--- src/rtl/dm_arbiter.sv ---
// dm_arbiter: two-port round-robin arbiter and access sequencer for DataMemory.
//   Port 0 is the CPU load/store stage, port 1 a secondary master.
//   Accepted single-word requests are serialised onto the Mem_* interface,
//   reads wait READ_LAT cycles, and one response is returned per request.
// Ports:
//   clk, reset (sync, active-low)
//   reqN_valid/we/addr/wdata -> reqN_ready   request handshake, N = 0,1
//   rspN_valid, rspN_rdata                   one-cycle response pulse + data
//   Mem_read, Mem_write, Mem_address, Write_data, Read_Data  memory side
//   busy                                     high whenever not IDLE
module dm_arbiter #(
  parameter int ADDR_W   = 32,
  parameter int DATA_W   = 32,
  parameter int READ_LAT = 1
) (
  input  logic              clk,
  input  logic              reset,
  input  logic              req0_valid,
  input  logic              req0_we,
  input  logic [ADDR_W-1:0] req0_addr,
  input  logic [DATA_W-1:0] req0_wdata,
  output logic              req0_ready,
  output logic              rsp0_valid,
  output logic [DATA_W-1:0] rsp0_rdata,
  input  logic              req1_valid,
  input  logic              req1_we,
  input  logic [ADDR_W-1:0] req1_addr,
  input  logic [DATA_W-1:0] req1_wdata,
  output logic              req1_ready,
  output logic              rsp1_valid,
  output logic [DATA_W-1:0] rsp1_rdata,
  output logic              Mem_read,
  output logic              Mem_write,
  output logic [ADDR_W-1:0] Mem_address,
  output logic [DATA_W-1:0] Write_data,
  input  logic [DATA_W-1:0] Read_Data,
  output logic              busy
);

  typedef enum logic [1:0] {IDLE, ISSUE, WAIT, RESP} state_t;

  localparam logic [2:0] LAT = 3'(READ_LAT);

  state_t            state;
  logic              rr_last;   // port granted most recently
  logic              port_q;    // port owning the access in flight
  logic              we_q;
  logic [2:0]        cnt;       // Mem_read cycles so far, ISSUE included
  logic              grant0;
  logic              grant1;
  logic              finish;
  logic [DATA_W-1:0] rsp_data;

  always_comb begin
    grant0 = 1'b0;
    grant1 = 1'b0;
    if (state == IDLE) begin
      if (req0_valid && req1_valid) begin
        grant0 = rr_last;
        grant1 = !rr_last;
      end else begin
        grant0 = req0_valid;
        grant1 = req1_valid;
      end
    end
  end

  // The access completes on the edge that leaves ISSUE (writes, or reads
  // with single-cycle latency) or on the last WAIT edge of a longer read.
  always_comb begin
    finish   = ((state == ISSUE) && (we_q || (LAT == 3'd1))) ||
               ((state == WAIT) && (cnt == LAT));
    rsp_data = we_q ? '0 : Read_Data;
  end

  assign req0_ready = grant0;
  assign req1_ready = grant1;
  assign busy       = (state != IDLE);

  always_ff @(posedge clk) begin
    if (!reset) begin
      state       <= IDLE;
      rr_last     <= 1'b1;
      port_q      <= 1'b0;
      we_q        <= 1'b0;
      cnt         <= '0;
      Mem_read    <= 1'b0;
      Mem_write   <= 1'b0;
      Mem_address <= '0;
      Write_data  <= '0;
      rsp0_valid  <= 1'b0;
      rsp1_valid  <= 1'b0;
      rsp0_rdata  <= '0;
      rsp1_rdata  <= '0;
    end else begin
      rsp0_valid <= 1'b0;
      rsp1_valid <= 1'b0;
      if (finish) begin
        state       <= RESP;
        Mem_read    <= 1'b0;
        Mem_write   <= 1'b0;
        Mem_address <= '0;
        Write_data  <= '0;
        if (port_q) begin
          rsp1_valid <= 1'b1;
          rsp1_rdata <= rsp_data;
        end else begin
          rsp0_valid <= 1'b1;
          rsp0_rdata <= rsp_data;
        end
      end else begin
        case (state)
          IDLE: begin
            if (grant0 || grant1) begin
              state       <= ISSUE;
              port_q      <= grant1;
              rr_last     <= grant1;
              we_q        <= grant1 ? req1_we : req0_we;
              Mem_write   <= grant1 ? req1_we : req0_we;
              Mem_read    <= grant1 ? !req1_we : !req0_we;
              Mem_address <= grant1 ? req1_addr : req0_addr;
              Write_data  <= grant1 ? req1_wdata : req0_wdata;
              cnt         <= 3'd1;
            end
          end
          ISSUE: begin
            state <= WAIT;
            cnt   <= 3'd2;
          end
          WAIT:    cnt   <= cnt + 3'd1;
          RESP:    state <= IDLE;
          default: state <= IDLE;
        endcase
      end
    end
  end

endmodule

--- config.mk ---
export PLATFORM = sky130hd
export DESIGN_NAME = dm_arbiter
export DESIGN_NICKNAME = d
export VERILOG_FILES = /design/src/rtl/dm_arbiter.sv
export SDC_FILE = /design/constraint.sdc
export NUM_CORES = 1
export LEC_CHECK = 0
export CORE_AREA = 2 2 119 121
export DETAILED_ROUTE_END_ITERATION = 6
export DIE_AREA = 0 0 121 123
export PLACE_DENSITY_LB_ADDON = 0.08
export SLEW_MARGIN = 20
export SYNTH_ARGS = -nofsm -noshare
export SYNTH_HDL_FRONTEND = slang
export SYNTH_SLANG_ARGS = --single-unit
--- constraint.sdc ---
create_clock -name clk -period 4.49 [get_ports clk]
set_input_delay 0.449 -clock clk [delete_from_list [all_inputs] [get_ports clk]]
set_output_delay 0.449 -clock clk [all_outputs]
set_load 0.005 [all_outputs]
---- After elaboration in Yosys (flattened, before gate mapping) ----
Index checks and enable logic that the tools add are counted.
storage, ports and cells
  bits of input ports ..................... 166
  word-level logic and storage cells ...... 58
  register bits after elaboration ......... 140
  output and inout port bits .............. 135
cells by class
  muxes and demuxes ....................... 16
  equality and inequality tests ........... 6
  reductions and logical operators ........ 19
  add/subtract/negate cells ............... 1
  bitwise gates (word level) .............. 3
operators by type and width
  operator                                                          count
  32-bit two-way mux                                                3
  2-bit AND reduction                                               5
  3-bit one-hot mux with 3 select lines                             1
  1-bit two-way mux                                                 8
  2-bit one-hot mux with 3 select lines                             1
  3-bit AND reduction                                               2
  2-bit == test (second input constant)                             2
  2-bit two-way mux                                                 2
  4-bit nonzero test                                                1
  3-bit by 1-bit adder with 3-bit output (second input constant)    1
  3-bit by 1-bit == test with 1-bit output (second input constant)  1
  1-bit zero test                                                   3
  3-bit two-way mux                                                 1
  3-bit by 2-bit != test with 1-bit output (second input constant)  1
  1-bit inverter                                                    3
  3-bit nonzero test                                                1
  2-bit by 1-bit == test with 1-bit output (second input constant)  1
  1-bit logical AND                                                 2
  2-bit zero test                                                   1
  1-bit logical OR                                                  2
  2-bit by 1-bit != test with 1-bit output (second input constant)  1
  2-bit nonzero test                                                1
  2-bit OR reduction                                                1

---- Longest topological paths before layout ----
Gate-level depths: netlist of run 1.
  depth in word-level cells ............... 7
  gate-level depth with buffers ........... 8
  mapped depth without buffers ............ 6

---- Worst setup path after synthesis of run 1 ----
No wires, ideal clock.
  kind .................................... register to register
  from .................................... register state[0]
  to ...................................... register cnt[2]
  stages on the path, launching flop included .. 8
  period minus slack after synthesis ...... 1.859 ns
  setup slack ............................. 2.631 ns
  arrival ................................. 1.734 ns
  cell sequence ........................... dfxtp_1 inv_1 ha_1 and3b_1 or4_1 buf_2 o211ai_1 o31ai_1
between the ends
  cells in the longest elaborated chain, start to end .. 5
  elaborated cells on any way between the ends .. 13
  those cells by class .................... eq/ne: 3; mux: 3; bitwise: 1; reduce/logical: 6
ends and longest elaborated chain
  element                                                                                      line         RTL
  start, declared                                                                              44           state_t state;
  start signal, assigned                                                                       82           state <= IDLE;
  start signal, assigned                                                                       99           state <= RESP;
  start signal, assigned                                                                       115          state <= ISSUE;
  2-bit zero test or 2-bit == test (tied branches)                                             57, 112, 72
  1-bit two-way mux or 1-bit logical AND (tied branches)                                       57, 72
  1-bit logical OR, on equally long branches                                                   114, 71
  2-bit by 1-bit != test with 1-bit output (no source line) or 1-bit inverter (tied branches)  n/a
  3-bit AND reduction (no source line)                                                         n/a
  end signal, assigned                                                                         130          WAIT: cnt <= cnt + 3'd1;
  end, declared                                                                                48           logic [2:0] cnt;
Parallel ways exist; a longest one is shown, timed or not.
A chain may end at the register's enable or synchronous reset.

---- Final worst setup path of run 1 ----
  from .................................... register state[0]
  to ...................................... output port req1_ready
between the ends
  cells in the longest elaborated chain, start to end .. 2
ends and longest elaborated chain
  element            line  RTL
  2-bit zero test    57    if (state == IDLE) begin
  1-bit two-way mux  57
  end, declared      29    output logic req1_ready,
Every way passes these cells.

==> flow_summary.toml, run 1 <==
[outcome]
run_status = "finished, final reports clean"

[clock_network]
number_of_buffers_added_by_the_clock_tree_synthesis_step = 17
clk_pin_slew_worst_paths_ns = 0.05
cts_repair_resize_count = 0
max-clock-path-buffers = 2
root_buffer = "sky130_fd_sc_hd__clkbuf_16"
tritoncts = "done"
cts_setup_buffers = 0
cts.sink_count = 140
ctsHtreeMaxLevel = 4
worst_skew_pair.late_latency_ns = 0.41
postCtsHoldBufs = 0

[finish]
design_area_um2 = 9390
drive_gt1_share_pct = 4.65
synthToLayoutAreaGrowth_pct = 63.9
highest_count_cells_in_the_layout_ignoring_fill_and_taps = "sky130_fd_sc_hd__clkdlybuf4s50_1, sky130_fd_sc_hd__dfxtp_1, sky130_fd_sc_hd__nand2_1, sky130_fd_sc_hd__o21ai_0, sky130_fd_sc_hd__a22oi_1"
diodes = 0
nNetsFinal = 1128
layoutNonFillerInstCount = 1147
layout_commonest_cell = "sky130_fd_sc_hd__clkdlybuf4s50_1"
share_of_the_core_filled_with_cells_pct = 69.0

[sta]
timing.setup.tns_ns = 0
timing.fmax_mhz = 386
setup_viol = 0
tightestPinTransition_ns = 0.851
fin_worst_skew_ns = 0.00666
finalMaxSlewViolations = 0
timing.final.crit_share_pct = 57.7
finalHoldViolations = 0
unrepaired_setup_endpoints_after_global_routing = "no"
max_slew_margin_pct = 43.3
final.min_clock_period_ns = 2.59

[drt]
drt_pass1_iterations = 5
final_antenna_net_count = 0
drt_iter0_drc = 422
vias_per_cell = 5.24
wl_um = 18600
drt_drc_violations_left = 0
wl_per_cell_um = 16.2
detailroute.via_count = 6005

[power]
leak_pwr_nw = 3.36
maximum_vdd_ir_drop_v = 0.000407
powerDensity_nw_per_um2 = 542

[flow_run]
cap_viol_max_count = 0

[setup_path]
crit_path_start_kind = "flop"
crit_type = "flop to output port"
critPathMaxFanout = 10
critical_path.endpoint_type = "output port"
worstPathArrival_ns = 2.14
r2r_slack_ns = 2.06
critPathRequiredTime_ns = 4.04

[floorplan]
die_h_um = 123
initial_utilization_pct = 42.1
die_w_um = 121
core_area_um2 = 13600
placement_rows = 43
number_of_top_level_pins = 301
die-area_um2 = 14900

[grt]
grt_usage_pct = 24.2
grt_start_max_net_pins = 136
grt_antenna_before_repair = 0
first_global_vias = 5672
grt_overflow = 0
grt_first_pass_wirelength_um = 28300

[logic_synthesis]
postSynthNetCount = 868
number_of_distinct_standard_cells_referenced_by_the_synthesized_netlist = 33
yosysTopAreaCell = "sky130_fd_sc_hd__dfxtp_1"
post_synth.cell_area_avg_um2 = 8.26
ys_seq_elements = 140
ys_top_cells_by_area = "sky130_fd_sc_hd__dfxtp_1, sky130_fd_sc_hd__nand2_1, sky130_fd_sc_hd__a22oi_1, sky130_fd_sc_hd__o22ai_1, sky130_fd_sc_hd__o21ai_0"
synth_area_um2 = 5730
yosys.area.top_type_share_pct = 48.9
synth-warning-count = 0
ys_seq_area_share_pct = 48.9
syn_inst = 694

[place]
placement.cell_area_um2 = 8800
globalplace.congestion = 0.761
place.port_buffers = 300
place_hpwl_um = 13000
post-place-cells = 1114

[min_path]
timing.hold.worst.class = "flop to flop"
-- through the flow --
stage | power (mW) | setup slack (ns) | hold slack (ns)
final | 5.09 | 1.90 | 0.456
after global routing | 5.42 | 1.75 | 0.479
after CTS | 5.09 | 1.85 | 0.460
after detailed placement | 3.75 | 1.87 | 0.452
after global placement | 3.69 | 1.93 | 0.444
after floorplan | 2.72 | 2.63 | 0.452
-- cell usage after synthesis --
cell type,n
sky130_fd_sc_hd__buf_2,20
sky130_fd_sc_hd__dfxtp_1,140
sky130_fd_sc_hd__nor2b_1,33
sky130_fd_sc_hd__o31ai_1,1
sky130_fd_sc_hd__o22ai_1,65
sky130_fd_sc_hd__nand3b_1,1
sky130_fd_sc_hd__clkbuf_1,37
sky130_fd_sc_hd__inv_1,8
sky130_fd_sc_hd__a2bb2o_1,1
sky130_fd_sc_hd__o21a_1,1
sky130_fd_sc_hd__nor3b_1,1
sky130_fd_sc_hd__or4_1,1
sky130_fd_sc_hd__ha_1,8
sky130_fd_sc_hd__nand4b_1,1
sky130_fd_sc_hd__mux2i_1,1
sky130_fd_sc_hd__a22oi_1,66
sky130_fd_sc_hd__a21oi_1,4
sky130_fd_sc_hd__o211ai_1,1
sky130_fd_sc_hd__o21ai_1,1
sky130_fd_sc_hd__a21boi_0,2
sky130_fd_sc_hd__a31o_2,1
sky130_fd_sc_hd__nand3_1,66
sky130_fd_sc_hd__buf_1,12
sky130_fd_sc_hd__and3b_1,1
sky130_fd_sc_hd__and2_1,3
sky130_fd_sc_hd__a211oi_1,2
sky130_fd_sc_hd__nand2_1,135
sky130_fd_sc_hd__nor2_1,8
sky130_fd_sc_hd__nor3_1,2
sky130_fd_sc_hd__o21ai_0,68
sky130_fd_sc_hd__or2_0,1
sky130_fd_sc_hd__a311oi_1,1
sky130_fd_sc_hd__a31oi_1,1
-- metal layers --
layer | routed length (µm) | global-route usage (%)
met5 | 0 | 0
met4 | 409 | 9.30
met3 | 1570 | 9.78
met2 | 9500 | 41.9
met1 | 7070 | 26.6
-- flip-flops by register name, indices dropped and copies added (netlist names) --
| signal | flops |
|---|---|
| rsp0_valid | 1 |
| rsp0_rdata | 32 |
| Mem_write | 1 |
| Mem_read | 1 |
| we_q | 1 |
| state | 2 |
| cnt | 3 |
| Write_data | 32 |
| rr_last | 1 |
| port_q | 1 |
| rsp1_valid | 1 |
| Mem_address | 32 |
| rsp1_rdata | 32 |
-- final cells by class --
cell class                      count  area, µm²
Tap cell                          180        225
Fill cell                        1092       4220
Inverter                            8       30.0
Timing Repair Buffer              310       3100
Sequential cell                   140       2800
Clock inverter                      8       92.6
Multi-Input combinational cell    477       2680
Clock buffer                       24        462
-- report_power, final --
part / total (mW) / internal [mW] / switching (mW)
combinational: 2.04 / 0.983 / 1.05
clock: 1.32 / 0.827 / 0.495
sequential: 1.73 / 1.56 / 0.176
total: 5.09 / 3.37 / 1.72
-- worst paths after layout --
check,cells past startpoint,startpoint,end
setup / recovery,4,state[0],req1_ready
hold / removal,2,rsp0_rdata[20],rsp0_rdata[20]
setup reg to reg,7,state[0],Mem_read
hold reg to reg,2,rsp0_rdata[20],rsp0_rdata[20]
-- logic make-up (layout without fill, tap and decap cells) --
group	Yosys count	count (layout)	synth area share, %
AOI/OAI and AO/OA	215	215	23.6
muxes	1	1	0.175
and+or+nand+nor	253	253	20.0
buffers and inverters	77	350	5.48
DFF	140	140	48.9
adders and majority gates	8	8	1.75
-- worst max-delay path: stages (launching register included) --
cell                              delay, ns
sky130_fd_sc_hd__dfxtp_1               0.35
sky130_fd_sc_hd__inv_1                 0.13
sky130_fd_sc_hd__ha_1                  0.42
sky130_fd_sc_hd__and2_1                0.29
sky130_fd_sc_hd__clkdlybuf4s50_1       0.53
Note: power is estimated with default switching activity, not from simulation.
==> run 2: changes to the inputs <==
CORE_AREA = 2 2 123 125   (was 2 2 119 121)
DIE_AREA = 0 0 125 127   (was 0 0 121 123)
clock period = 2.5 ns   (was 4.49 ns; I/O delays follow)
==> run 2 against run 1 <==
  * Flip-flop and latch count did not move
  * Via count rose by 0.78%
  * Global-route usage fell by 0.20 points
  * Combinational power rose by 83%
  * Routed wire length rose by 4.0%
  * Critical path type unchanged
  * Largest cell class unchanged
  * Largest power group unchanged
==> flow_summary.toml, run 2 (synthesis gave the netlist of run 1 again) <==
[outcome]
run_status = "finished, final reports clean"

[grt]
grt_usage_pct = 24.0
groute.layer.met2.usage_pct = 42.4
grt_first_pass_wirelength_um = 30700
grt_start_max_net_pins = 66
grt_overflow = 0
global_route.peak_usage_layer = "met2"
grt_use_met3_pct = 7.45
grt_antenna_before_repair = 0
first_global_vias = 5940
met1_usage_pct = 27.1

[min_path]
timing.hold.worst.class = "input port to flop"

[drt]
detailroute.via_count = 6052
drt_pass1_iterations = 5
wl_per_cell_um = 16.7
drt_iter0_drc = 313
drt_drc_violations_left = 0
vias_per_cell = 5.24
final_antenna_net_count = 0
wl_um = 19300

[clock_network]
max-clock-path-buffers = 2
cts.sink_count = 140
tritoncts = "done"
number_of_buffers_added_by_the_clock_tree_synthesis_step = 17
ctsHtreeMaxLevel = 4
root_buffer = "sky130_fd_sc_hd__clkbuf_16"
postCtsHoldBufs = 0
cts_setup_buffers = 0
cts_repair_resize_count = 0
worst_skew_pair.late_latency_ns = 0.42
clk_pin_slew_worst_paths_ns = 0.06

[finish]
highest_count_cells_in_the_layout_ignoring_fill_and_taps = "sky130_fd_sc_hd__clkdlybuf4s50_1, sky130_fd_sc_hd__dfxtp_1, sky130_fd_sc_hd__nand2_1, sky130_fd_sc_hd__o21ai_0, sky130_fd_sc_hd__a22oi_1"
share_of_the_core_filled_with_cells_pct = 66.1
diodes = 0
synthToLayoutAreaGrowth_pct = 66.5
nNetsFinal = 1132
layout_commonest_cell = "sky130_fd_sc_hd__clkdlybuf4s50_1"
filler_cell_count = 1198
layoutNonFillerInstCount = 1155
drive_gt1_share_pct = 5.46

[sta]
finalHoldViolations = 0
final.min_clock_period_ns = 2.30
finalMaxSlewViolations = 0
timing.fmax_mhz = 434
setup_viol = 0
hold_ws_ns = 0.284
timing.final.ws_setup_ns = 0.198
fin_worst_skew_ns = 0.00625
unrepaired_setup_endpoints_after_global_routing = "no"
max_slew_margin_pct = 52.8
timing.final.crit_share_pct = 92.1
timing.setup.tns_ns = 0
tightestPinTransition_ns = 0.708

[setup_path]
crit_path_start_kind = "flop"
critical_path.endpoint_type = "output port"
crit_path_cell_trace = "inv_1 > ha_2 > and2_1 > clkdlybuf4s50_1"
cpLargestDelayFamily = "buffers and inverters"
worstPathArrival_ns = 2.05
critPathMaxFanout = 10
critical_path.n_buffers_inverters = 2
critPathRequiredTime_ns = 2.25
timing.critical_path.slowest_stage_cell = "sky130_fd_sc_hd__clkdlybuf4s50_1"
slowest_delay_ns = 0.56
crit_type = "flop to output port"

[place]
post-place-cells = 1123
place_hpwl_um = 13400
preCtsSetupSlack_ns = 0.283
place.port_buffers = 300
globalplace.congestion = 0.774

[floorplan]
initial_utilization_pct = 39.7
die-area_um2 = 15900
die_w_um = 125
placement_rows = 44
die_h_um = 127
core_area_um2 = 14400
number_of_top_level_pins = 301

[power]
leak_pwr_nw = 3.43
powerDensity_nw_per_um2 = 1010
maximum_vdd_ir_drop_v = 0.000520

[flow_run]
cap_viol_max_count = 0
[run 2: cell count changes in the layout (fill, tap and decap cells not counted)]
cell                        delta
sky130_fd_sc_hd__clkinv_4      +1
sky130_fd_sc_hd__inv_6         +1
sky130_fd_sc_hd__buf_16        -1
sky130_fd_sc_hd__buf_4         +2
sky130_fd_sc_hd__ha_2          +1
sky130_fd_sc_hd__clkinv_2      -2
sky130_fd_sc_hd__buf_6         -1
sky130_fd_sc_hd__ha_1          -1
sky130_fd_sc_hd__buf_12        +4
sky130_fd_sc_hd__bufinv_16     +3
sky130_fd_sc_hd__clkbuf_1      -3
[run 2: final timing paths]
| check | start | end | slack [ns] | cells after the start |
|---|---|---|---|---|
| min | reset | rsp1_rdata[16] | 0.28 | 3 |
| min reg2reg | rsp0_rdata[2] | rsp0_rdata[2] | 0.46 | 2 |
| max | state[0] | req1_ready | 0.20 | 4 |
| max reg2reg | state[0] | cnt[0] | 0.39 | 6 |
[run 2: per-stage QoR]
step / area, µm² / power (mW)
floorplan: 5730 / 4.88
global placement: 8890 / 6.78
detailed placement: 8890 / 6.87
CTS: 9540 / 9.66
global route: 9540 / 10.1
finish: 9540 / 9.59
[run 2: metal layers]
| layer | vias to the layer above | wire length (µm) | share of wire, % |
|---|---|---|---|
| met5 | - | 0 | 0 |
| met4 | 0 | 385 | 2.0 |
| met3 | 29 | 1540 | 8.0 |
| met2 | 229 | 9950 | 52 |
| met1 | 2808 | 7420 | 38 |
| li1 | 2986 | - | - |
[run 2: cell type report]
class                   instances  area, µm²  area share (%)
multi-input cells             477       2680            28.1
flip-flops and latches        140       2800            29.4
inverters                       8       30.0           0.315
repair buffers                314       3160            33.1
clock buffers                  21        450            4.72
clock inverters                11        190            1.99
well taps                     184        230            2.41
[run 2: worst min-delay path, stage by stage]
cell,delay (ns)
sky130_fd_sc_hd__buf_4,0.24
sky130_fd_sc_hd__nand2_1,0.09
sky130_fd_sc_hd__o21ai_0,0.06
[run 2: power breakdown]
part	total [mW]	internal, mW	leakage (nW)	switching (mW)
registers	3.11	2.79	1.14	0.318
logic	3.74	1.82	1.98	1.92
clock network	2.74	1.80	0.311	0.947
